<file path="src/rtl/uart_tx_stim.sv">
// Bench-side 8N1 UART transmitter fed from a small byte queue.
// Bytes pushed via wr_en are shifted out on tx back-to-back, LSB first.
module uart_tx_stim #(
  parameter int unsigned DIV_RATE   = 260,
  parameter int unsigned FIFO_DEPTH = 4,
  parameter int unsigned FIFO_AW    = 2
) (
  input  logic               clk,
  input  logic               reset,
  input  logic               wr_en,
  input  logic [7:0]         wr_data,
  output logic               full,
  output logic [FIFO_AW:0]   count,
  output logic               tx_busy,
  output logic               tx_end,
  output logic               tx
);

  localparam int unsigned CW   = 16;
  localparam int unsigned CNTW = FIFO_AW + 1;

  typedef enum logic [1:0] {IDLE, START, DATA, STOP} state_t;

  state_t               state;
  logic [CW-1:0]        baud_cnt;
  logic [2:0]           bit_idx;
  logic [7:0]           shreg;
  logic [FIFO_AW-1:0]   wr_ptr;
  logic [FIFO_AW-1:0]   rd_ptr;
  logic [7:0]           mem [FIFO_DEPTH];

  logic                 bit_end_c;
  logic                 pop_c;
  logic                 push_c;
  logic [CNTW-1:0]      count_next_c;

  // Pop happens when leaving IDLE or at the end of a stop bit with work queued;
  // a push is allowed while full only if a pop frees a slot on the same edge.
  always_comb begin
    bit_end_c    = (baud_cnt == CW'(DIV_RATE - 1));
    pop_c        = (count != '0) && ((state == IDLE) || ((state == STOP) && bit_end_c));
    push_c       = wr_en && (!full || pop_c);
    count_next_c = count;
    if (push_c && !pop_c)
      count_next_c = count + CNTW'(1);
    else if (pop_c && !push_c)
      count_next_c = count - CNTW'(1);
  end

  always_ff @(posedge clk) begin
    if (push_c)
      mem[wr_ptr] <= wr_data;
  end

  always_ff @(posedge clk or posedge reset) begin
    if (reset) begin
      state    <= IDLE;
      baud_cnt <= '0;
      bit_idx  <= '0;
      shreg    <= '0;
      wr_ptr   <= '0;
      rd_ptr   <= '0;
      count    <= '0;
      full     <= 1'b0;
      tx_busy  <= 1'b0;
      tx_end   <= 1'b0;
      tx       <= 1'b1;
    end else begin
      tx_end <= 1'b0;
      count  <= count_next_c;
      full   <= (count_next_c == CNTW'(FIFO_DEPTH));
      if (push_c)
        wr_ptr <= wr_ptr + FIFO_AW'(1);
      if (pop_c)
        rd_ptr <= rd_ptr + FIFO_AW'(1);

      case (state)
        IDLE: begin
          baud_cnt <= '0;
          bit_idx  <= '0;
          if (pop_c) begin
            shreg   <= mem[rd_ptr];
            state   <= START;
            tx      <= 1'b0;
            tx_busy <= 1'b1;
          end
        end
        START: begin
          if (bit_end_c) begin
            baud_cnt <= '0;
            bit_idx  <= '0;
            state    <= DATA;
            tx       <= shreg[0];
          end else begin
            baud_cnt <= baud_cnt + CW'(1);
          end
        end
        DATA: begin
          if (bit_end_c) begin
            baud_cnt <= '0;
            if (bit_idx == 3'd7) begin
              state <= STOP;
              tx    <= 1'b1;
            end else begin
              bit_idx <= bit_idx + 3'd1;
              tx      <= shreg[1];
              shreg   <= {1'b0, shreg[7:1]};
            end
          end else begin
            baud_cnt <= baud_cnt + CW'(1);
          end
        end
        STOP: begin
          // Registered pulse lands on the final cycle of the stop bit
          tx_end <= (baud_cnt == CW'(DIV_RATE - 2));
          if (bit_end_c) begin
            baud_cnt <= '0;
            bit_idx  <= '0;
            if (pop_c) begin
              shreg <= mem[rd_ptr];
              state <= START;
              tx    <= 1'b0;
            end else begin
              state   <= IDLE;
              tx_busy <= 1'b0;
            end
          end else begin
            baud_cnt <= baud_cnt + CW'(1);
          end
        end
        default: state <= IDLE;
      endcase
    end
  end

endmodule
</file>
<file path="config.mk">
export PLATFORM = sky130hd
export DESIGN_NAME = uart_tx_stim
export DESIGN_NICKNAME = d
export VERILOG_FILES = /design/src/rtl/uart_tx_stim.sv
export SDC_FILE = /design/constraint.sdc
export NUM_CORES = 1
export LEC_CHECK = 0
export BUFFER_PORTS_ARGS = -buffer_cell sky130_fd_sc_hd__buf_2
export CORE_ASPECT_RATIO = 1.1
export CORE_MARGIN = 5
export CORE_UTILIZATION = 50
export CTS_CLUSTER_SIZE = 8
export DETAILED_ROUTE_END_ITERATION = 10
export PLACE_DENSITY = 0.75
export SLEW_MARGIN = 15
export SYNTH_ARGS = -nofsm -noshare
export SYNTH_HDL_FRONTEND = slang
export SYNTH_SLANG_ARGS = --single-unit
</file>
<file path="constraint.sdc">
create_clock -name clk -period 5.86 [get_ports clk]
set_clock_uncertainty 0.15 [all_clocks]
set_input_delay 0.586 -clock clk [delete_from_list [all_inputs] [get_ports clk]]
set_output_delay 0.586 -clock clk [all_outputs]
set_load 0.05 [all_outputs]
</file>
# [Word level (Yosys, flattened, before mapping)]
# Memory sizes are Yosys's and may differ from the RTL's.
# Cells that the tools add are included.
[classes] n_addsub=6 mul=0 div=0 magnitude_cmp=0 n_eq_ne=15 n_shift=0 muxes=33 n_bitwise=0 n_reduce_logical=21
[op_table] op="16-bit by 9-bit == test with 1-bit output, second input constant" count=2
[op_table] op="8-bit two-way mux" count=4
[op_table] op="16-bit one-hot mux with 2 select lines" count=1
[op_table] op="8-bit one-hot mux with 3 select lines" count=1
[op_table] op="16-bit by 1-bit adder with 16-bit output, second input constant" count=1
[op_table] op="16-bit two-way mux" count=1
[op_table] op="3-bit two-way mux" count=5
[op_table] op="2-bit != test, second input constant" count=7
[op_table] op="1-bit two-way mux" count=12
[op_table] op="2-bit two-way mux" count=5
[op_table] op="3-bit one-hot mux with 3 select lines" count=1
[op_table] op="2-bit one-hot mux with 4 select lines" count=1
[op_table] op="4-bit AND reduction" count=2
[op_table] op="3-bit by 1-bit adder with 3-bit output, second input constant" count=2
[op_table] op="3-bit == test, second input constant" count=2
[op_table] op="3-bit AND reduction" count=2
[op_table] op="3-bit nonzero test" count=2
[op_table] op="1-bit logical AND" count=5
[op_table] op="5-bit AND reduction" count=1
[op_table] op="2-bit by 1-bit adder with 2-bit output, second input constant" count=2
[op_table] op="2-bit == test, second input constant" count=2
[op_table] op="1-bit one-hot mux with 4 select lines" count=1
[op_table] op="1-bit logical NOT" count=3
[op_table] op="3-bit OR reduction" count=1
[op_table] op="8 further kinds" count=9
[word_totals] reg_bits=40 latch_bits=0 mem_bits_rw=32 romBits=0 input_bits=11 out_inout_bits=7 elab_cells=87 mem_count=1
[mem_list] memory="mem" words=4 word_bits=8 rd=1 rd_ports_with_merged_regs=0 wr=1 line_no="30" source="logic [7:0] mem [FIFO_DEPTH];"

# [Longest topological paths before layout]
# Gate-level depths: netlist of the first run.
[depth] depth_word=11 mapped_depth=8 mapped_depth_nobuf=8

# [Worst setup path before layout of the first run]
# No wires, ideal clock.
[synth_path] kind="register to register" start="register count[0]" end="register shreg[0]" setup_ps=125 arrival_ps=2473 required_ps=5585 setup_slack_ps=3112 path_stages_with_launch=9 path_buffers=0 period_less_slack_ps=2748 cell_sequence="dfrtp_1 inv_1 ha_1 ha_1 o21bai_2 o21ai_0 nand2b_4 a21oi_4 mux2_2"
[synth_via] elab_chain_cells=5
[synth_lines] element="start: declaration" line_no="13" source="output logic [FIFO_AW:0] count,"
[synth_lines] element="start signal: assignment" line_no="70" source="count <= count_next_c;"
[synth_lines] element="3-bit nonzero test *" line_no="41" source="pop_c = (count != '0) && ((state == IDLE) || ((state == STOP) && bit_end_c));"
[synth_lines] element="1-bit logical AND *" line_no="41"
[synth_lines] element="8-bit two-way mux *"
[synth_lines] element="8-bit two-way mux"
[synth_lines] element="8-bit one-hot mux with 3 select lines *"
[synth_lines] element="end signal: assignment" line_no="82" source="shreg <= mem[rd_ptr];"
[synth_lines] element="end signal: assignment" line_no="107" source="shreg <= {1'b0, shreg[7:1]};"
[synth_lines] element="end signal: assignment" line_no="120" source="shreg <= mem[rd_ptr];"
[synth_lines] element="end: declaration" line_no="27" source="logic [7:0] shreg;"
# Mark *: on every way between the ends. The rest lies on a longest branch, timed or not. The select of a mux whose other input is x is not followed.
# A chain may end at the register's enable or synchronous reset.

# [Worst setup path in the final report of the first run]
[layout_path] start="register baud_cnt[0]" end="memory mem[1][5], enable pin"
[layout_via] elab_chain_cells=8
[layout_lines] element="start: declaration" line_no="25" source="logic [CW-1:0] baud_cnt;"
[layout_lines] element="start signal: assignment" line_no="95" source="baud_cnt <= baud_cnt + CW'(1);"
[layout_lines] element="start signal: assignment" line_no="110" source="baud_cnt <= baud_cnt + CW'(1);"
[layout_lines] element="start signal: assignment" line_no="128" source="baud_cnt <= baud_cnt + CW'(1);"
[layout_lines] element="16-bit by 9-bit == test with 1-bit output" line_no="40" source="bit_end_c = (baud_cnt == CW'(DIV_RATE - 1));"
[layout_lines] element="1-bit logical AND" line_no="41"
[layout_lines] element="1-bit logical OR" line_no="41"
[layout_lines] element="1-bit logical AND" line_no="41"
[layout_lines] element="1-bit logical OR" line_no="42" source="push_c = wr_en && (!full || pop_c);"
[layout_lines] element="1-bit logical AND" line_no="42"
[layout_lines] element="1-bit two-way mux" line_no="51" source="if (push_c)"
[layout_lines] element="1-bit two-way mux (not written as such)" line_no="52" source="mem[wr_ptr] <= wr_data;"
[layout_lines] element="end: declaration" line_no="30"
# Every way passes these cells.

==> flow_summary.ini, run 1 <==
[outcome]
status = completed

[layout]
n_antenna_cell = 0
nNetsFinal = 309
final_common_cell = dfrtp_1
multiInputGateArea_mm2 = 0.00146
fillers = 583
layout_common_cells = dfrtp_1, edfxtp_1, nor2_1
area.sequential_mm2 = 0.00196
drive_above_1_share = 0.252
finish.utilization = 0.560
syn_to_final_growth_pct = 10.8

[clock_tree]
path_clk_slew_ps = 80
cts_max_level = 3
clock-sinks = 72
cts_buffers = 9
cts_root_buf = clkbuf_8
clk_latency_ps = 340
post_cts_buffers = 0
cts_tree = built
hold_buffers = 0
cts_resized = 0
cts_max_path_buffers = 2

[critical_path]
cp_cell_sequence = ha_1, nor3b_2, a41oi_4, nor2_4, o21a_2, and2_1
r2r_cells = 6
cp_max_fo = 8
r2r-start = baud_cnt[0]
cp.required_ps = 5710
worstSetupPathType = register to register
r2r_end = mem[1][5]
slowest_stage = dfrtp_1
end_kind = register
r2r_slack_ps = 3250
start_kind = register
slowest_delay_ps = 420
cp_data_arrival_time_ps = 2460

[synthesis]
syn_inst = 258
synthDistinctLibCells = 54
synth-seq-cells = 72
synthArstFlopShare = 0.556
synth_ff_type = dfrtp_1
yosysSeqAreaShare = 0.561
synth_edf_count = 32
syn_area_mm2 = 0.00350
ys_warn_count = 0
syn_avg_cell_area_um2 = 13.6
synth_nets = 286

[grt]
grtUsageTotal = 0.136
grt_overflow = 0
grt_use_met1 = 0.161
antenna_found_initial = 0
grt_max_degree = 41
grt-busiest-layer = met2
met2_usage = 0.224
grt_pass1_wl_um = 9600
gr-usage-met3 = 0.0339
grt_pass1_vias = 2083

[die]
die_height_um = 97.8
fp.dieArea_mm2 = 0.00878
rows = 32
fp.dieW_um = 89.8
start_util = 0.505
ios = 18
core_area_mm2 = 0.00693

[timing]
hold_viol = 0
rsz0062_at_grt = false
slew_headroom = 0.557
worst_slew_pin_slew_ps = 664
final.min_clock_period_ps = 2610
min_period_over_period = 0.445
setup_viol = 0
slew_violations = 0
fin_tns_setup_ps = 0
fmax_ghz = 0.383

[route]
drt-total-wl_um = 5480
ant_nets = 0
viasPerCell = 5.46
wire_per_inst_um = 14.8
drt_first_pass_iters = 4
drt-initial-drc-count = 126
vias = 2027
drc = 0

[pwr]
clkPwrFrac = 0.214
powerDensity_mw_per_mm2 = 478
p_int_mw = 1.17
power_leakage_nw = 1.56
pwr-share-seq = 0.410
p_comb_frac = 0.376
sw_frac_of_total = 0.369
p_switching_mw = 0.684
peakVddDrop_mv = 0.380

[placed_design]
routabilityCongestion = 0.778
port_buffers = 17
dp_hpwl_um = 3950

[hold_path]
hp-class = input pin to async pin

[job]
max_cap_violations = 0
-- power by group through the flow --
stage                     logic, mW  clock network, mW  registers (mW)
after floorplan               0.547                  0           0.785
after global placement        0.687                  0           0.768
after detailed placement      0.704                  0           0.774
after CTS                     0.707              0.405           0.763
after global routing          0.776              0.432           0.779
final                         0.697              0.396           0.760
-- routing by layer --
layer  vias to the layer above  part of all wire
met5                         -                 0
li1                        985                 -
met1                      1001              0.43
met2                        28              0.51
met3                        13             0.032
met4                         0             0.026
-- cells in the mapped netlist (all sizes together) (5+ instances only) --
master | number | area [µm²]
mux4 | 8 | 180
edfxtp | 32 | 961
nor2 | 22 | 90.1
nand3 | 7 | 35.0
mux2 | 17 | 191
xnor2 | 11 | 96.3
nand2 | 18 | 67.6
clkbuf | 5 | 18.8
xor2 | 8 | 70.1
o21ai | 6 | 30.0
ha | 17 | 213
dfrtp | 39 | 976
inv | 14 | 52.6
a21oi | 5 | 36.3
-- flip-flops by register name, summed over array words and instances (netlist names) --
name,count
baud_cnt,16
bit_idx,3
count,3
full,1
mem,32
rd_ptr,2
shreg,8
state,2
tx,1
tx_busy,1
tx_end,1
wr_ptr,2
-- worst max-delay path by stage --
stage                 to        start  cells past startpoint
5_1_grt        mem[1][5]  baud_cnt[0]                      6
6_report       mem[1][5]  baud_cnt[0]                      6
3_3_place_gp   mem[3][1]  baud_cnt[0]                      6
3_5_place_dp   mem[1][0]  baud_cnt[0]                      6
4_1_cts        mem[1][5]  baud_cnt[0]                      6
2_1_floorplan   shreg[0]     count[0]                      8
-- critical path, delay by kind of cell, from the launching register on --
family                   cells  cell delay (ps)
flip-flops                   1              420
AND/OR/NAND/NOR              3             1000
AO/OA/AOI/OAI                2              450
adder cells (fa/ha/maj)      1              240
-- cell families after synthesis --
| kind of cell | Yosys count | synth area share |
|---|---|---|
| simple gates | 75 | 0.129 |
| flops | 72 | 0.561 |
| compound gates | 29 | 0.0708 |
| mux | 26 | 0.109 |
| buf+inv | 20 | 0.0218 |
| xor+xnor | 19 | 0.0475 |
| fa+ha+maj | 17 | 0.0608 |
-- final cells by class --
| cell class | count | share of cell area |
|---|---|---|
| Clock buffer | 9 | 0.0319 |
| Clock inverter | 7 | 0.0200 |
| Inverter | 14 | 0.0136 |
| Multi-Input combinational cell | 166 | 0.377 |
| Sequential cell | 72 | 0.506 |
| Tap cell | 85 | 0.0274 |
| Timing Repair Buffer | 18 | 0.0239 |
-- through the flow --
step                      area [µm²]  power, mW  instances  hold slack, ps  setup slack [ps]
after floorplan                 3500       1.33        258             302              3110
after global placement          3680       1.46        355             319              3350
after detailed placement        3680       1.48        355             329              3270
after CTS                       3880       1.87        371             207              3250
after global routing            3880       1.99        371             253              3040
final                           3880       1.85        371             204              3250
Power figures use the tool's default switching activity.
==> inputs of run 2 (changes only) <==
Clock period 5.86 ns to 2.65 ns, I/O delays scaled along.
==> run 2 against run 1 <==
Compared with the run above:
- clock power up 120%
- final area up 3.4%
- combinational power up 130%
- die area unchanged
- setup slack worse by 3000 ps
- critical path type unchanged
- critical endpoint is now mem[3][4]
- largest power group unchanged
==> flow_summary.ini, run 2 (synthesized netlist as in run 1, its figures left out) <==
[grt]
antenna_found_initial = 0
grt_pass1_wl_um = 10100
grt_overflow = 0
grtUsageTotal = 0.143
grt_pass1_vias = 2137
grt_max_degree = 41

[pwr]
clkPwrFrac = 0.211
p_comb_frac = 0.385
pwr-share-seq = 0.404
sw_frac_of_total = 0.365
peakVddDrop_mv = 0.552
p_switching_mw = 1.52
powerDensity_mw_per_mm2 = 1040
power_leakage_nw = 1.63
p_int_mw = 2.65

[placed_design]
port_buffers = 17
place_area_mm2 = 0.00372
routabilityCongestion = 0.738
dp_hpwl_um = 4120
dp.cells = 360
dpl_worst_slack_ps = 218

[critical_path]
cp_data_arrival_time_ps = 2290
cp_max_fo = 8
start_kind = register
worstSetupPathType = register to register
end_kind = register
cp.required_ps = 2510

[route]
drt-initial-drc-count = 65
drt-total-wl_um = 5720
wire_per_inst_um = 14.9
drt_first_pass_iters = 4
ant_nets = 0
vias = 2043
viasPerCell = 5.31
drc = 0

[layout]
finish.utilization = 0.579
layout_common_cells = dfrtp_1, edfxtp_1, nor2_1
syn_to_final_growth_pct = 14.5
nNetsFinal = 323
final_common_cell = dfrtp_1
n_antenna_cell = 0
largest_register = mem
finalNonFillerCells = 385
largest_register_ffs = 32
largestRegisters = mem: 32 flops, baud_cnt: 16 flops, shreg: 8 flops
fin_area_mm2 = 0.00401
drive_above_1_share = 0.263

[clock_tree]
cts_max_level = 3
clk_latency_ps = 350
cts_max_path_buffers = 2
cts_resized = 0
clock-sinks = 72
path_clk_slew_ps = 80
cts_tree = built
cts_root_buf = clkbuf_8
cts_buffers = 9

[timing]
min_period_over_period = 0.919
slew_headroom = 0.635
worst_slack_ps = 214
fin_tns_setup_ps = 0
setup_viol = 0
fmax_ghz = 0.411
hold_viol = 0
final.min_clock_period_ps = 2440
rsz0062_at_grt = false
worst_slew_pin_slew_ps = 548
slew_violations = 0

[die]
fp.dieArea_mm2 = 0.00878
start_util = 0.505
ios = 18
core_area_mm2 = 0.00693
die_height_um = 97.8
rows = 32
fp.dieW_um = 89.8

[job]
max_cap_violations = 0

[outcome]
status = completed

[hold_path]
hp-class = input pin to register
## run 2: cell count changes in the layout (fill, tap and decap cells not counted)
cell / previous run / this run
buf_4: 1 / 6
dfrtp_1: 39 / 37
clkinvlp_2: 1 / 0
dfrtp_2: 0 / 2
dlygate4sd3_1: 0 / 9
clkinv_2: 0 / 1
## run 2: worst paths after layout
path	from	end	slack (ps)	cells after the start
setup reg to reg	baud_cnt[0]	mem[3][4]	210	6
setup / recovery	baud_cnt[0]	mem[3][4]	210	6
hold reg to reg	shreg[7]	shreg[7]	340	1
max in group asynchronous	reset	count[1]	1530	4
hold / removal	wr_en	count[2]	90	2
min in group asynchronous	reset	bit_idx[2]	430	4
## run 2: power groups by stage
stage | Clock, mW | Combinational, mW | Sequential [mW]
final | 0.876 | 1.60 | 1.68
after floorplan | 0 | 1.21 | 1.74
after CTS | 0.902 | 1.63 | 1.69
after global routing | 0.965 | 1.79 | 1.73
after global placement | 0 | 1.57 | 1.70
after detailed placement | 0 | 1.61 | 1.72
## run 2: through the flow
step	hold slack, ps	power (mW)
after floorplan	214	2.95
after global placement	270	3.27
after detailed placement	272	3.33
after CTS	75.4	4.22
after global routing	96.6	4.48
final	94.0	4.16
## run 2: per-layer routing
layer  global-route usage  wire length, µm  vias to the layer above
met5                    0                0                        -
li1                     -                -                     1009
met2                0.242             3020                       25
met3               0.0408              163                        7
met4               0.0558               91                        0
met1                0.172             2450                     1002
## run 2: critical path, cell delays in order, from the launching register on
cell and delay [ps]:
dfrtp_1 410, ha_1 240, nor3b_2 360, a41oi_4 230, nor2_4 150, o21a_2 200
and2_1 370
## run 2: repair_timing
item                                   in CTS  in global routing
setup buffers                               0                  0
endpoints found under the hold margin      71                  0
hold buffers                                9                  0
## run 2: cell type report
type | instances | area, µm²
fillers | 552 | 2920
inverters | 14 | 52.6
well taps | 85 | 106
clock inverters | 7 | 77.6
repair buffers | 32 | 220
multi-input cells | 166 | 1460
clock buffers | 9 | 124
flip-flops and latches | 72 | 1970
==> inputs of run 3 (changes only) <==
Settings changed: REMOVE_ABC_BUFFERS from default to 1.
==> run 3 against run 2 <==
Compared with the run above:
- non-clock buffer count down 2
- sequential share of layout area up 0.14 points
- combinational power about the same
- global-route usage up 0.20 points
- worst hold slack about the same
- clock power down 0.9%
- sequential power about the same
- power about the same
- critical path type unchanged
- largest power group unchanged
==> flow_summary.ini, run 3 (synthesized netlist as in run 1, its figures left out) <==
[die]
start_util = 0.505
rows = 32
core_area_mm2 = 0.00693
die_height_um = 97.8
ios = 18
fp.dieArea_mm2 = 0.00878
fp.dieW_um = 89.8

[timing]
fmax_ghz = 0.400
final.min_clock_period_ps = 2500
worst_slack_ps = 152
slew_violations = 0
hold_viol = 0
fin_tns_setup_ps = 0
slew_headroom = 0.625
worst_slew_pin_slew_ps = 563
rsz0062_at_grt = false
setup_viol = 0
holdWs_ps = 93.8
min_period_over_period = 0.943

[layout]
nNetsFinal = 321
final_common_cell = dfrtp_1
largest_register = mem
finalNonFillerCells = 383
n_antenna_cell = 0
syn_to_final_growth_pct = 14.0
layout_common_cells = dfrtp_1, edfxtp_1, nor2_1
largestRegisters = mem: 32 flops, baud_cnt: 16 flops, shreg: 8 flops
fin_area_mm2 = 0.00399
largest_register_ffs = 32
drive_above_1_share = 0.252
finish.utilization = 0.576

[placed_design]
routabilityCongestion = 0.707
dp_hpwl_um = 4010
place_area_mm2 = 0.00370
port_buffers = 17
dp.cells = 358
dpl_worst_slack_ps = 183

[clock_tree]
cts_root_buf = clkbuf_8
clk_latency_ps = 340
cts_buffers = 9
cts_max_level = 3
cts_resized = 0
clock-sinks = 72
path_clk_slew_ps = 80
cts_tree = built
cts_max_path_buffers = 2
post_cts_buffers = 0

[pwr]
peakVddDrop_mv = 0.812
powerDensity_mw_per_mm2 = 1040
total_power_mw = 4.16
power_leakage_nw = 1.62

[route]
drt-initial-drc-count = 79
vias = 2093
wire_per_inst_um = 15.3
ant_nets = 0
drc = 0
drt_first_pass_iters = 4
drt-total-wl_um = 5860
viasPerCell = 5.46

[critical_path]
slowest_stage = dfrtp_1
slowest_delay_ps = 390
path_buf_inv = 2
critPathTopFamily = simple AND/OR/NAND/NOR gates
cp_cell_sequence = inv_1, ha_1, ha_1, o21bai_2, buf_4, nor2_4, o21a_2, and2_1
start_kind = register
cp_max_fo = 8
cp_data_arrival_time_ps = 2350
worstSetupPathType = register to register
cp.required_ps = 2500
end_kind = register
critPathMostFrequentCell = ha_1

[grt]
grt_pass1_vias = 2138
grtUsageTotal = 0.145
antenna_found_initial = 0
grt_overflow = 0
grt_pass1_wl_um = 10300
grt_max_degree = 41

[hold_path]
hp-class = input pin to register

[job]
max_cap_violations = 0

[outcome]
status = completed
run 3: layout make-up:
cell class                      count  area, µm²
Sequential cell                    72       1960
Inverter                           14       52.6
Clock buffer                        9        124
Multi-Input combinational cell    166       1460
Tap cell                           85        106
Timing Repair Buffer               30        205
Clock inverter                      7       78.8
Fill cell                         564       2940
run 3: report_power, final:
part	switching [mW]	leakage, nW	total, mW	internal [mW]
Sequential	0.230	0.801	1.69	1.46
Combinational	0.878	0.717	1.60	0.726
Clock	0.424	0.104	0.868	0.444
run 3: per-layer routing:
layer	up-vias	wire (µm)	global-route usage	part of all wire
li1	1012	-	-	-
met1	1040	2580	0.184	0.44
met2	37	3020	0.239	0.52
met3	4	218	0.0393	0.037
met4	0	35	0.0512	0.0060
met5	-	0	0	0
run 3: repair_timing:
item / in CTS / in global routing
endpoints found under the setup margin: 0 / 0
hold endpoints to repair: 67 / 4
hold buffers: 8 / 1
run 3: final timing paths:
kind / slack, ps / depth (start not counted) / startpoint / end
max: 150 / 8 / count[0] / mem[2][0]
min: 90 / 2 / wr_en / count[2]
max reg2reg: 150 / 8 / count[0] / mem[2][0]
min reg2reg: 350 / 1 / bit_idx[2] / bit_idx[2]
max in group asynchronous: 1550 / 4 / reset / tx
min in group asynchronous: 430 / 4 / reset / baud_cnt[6]
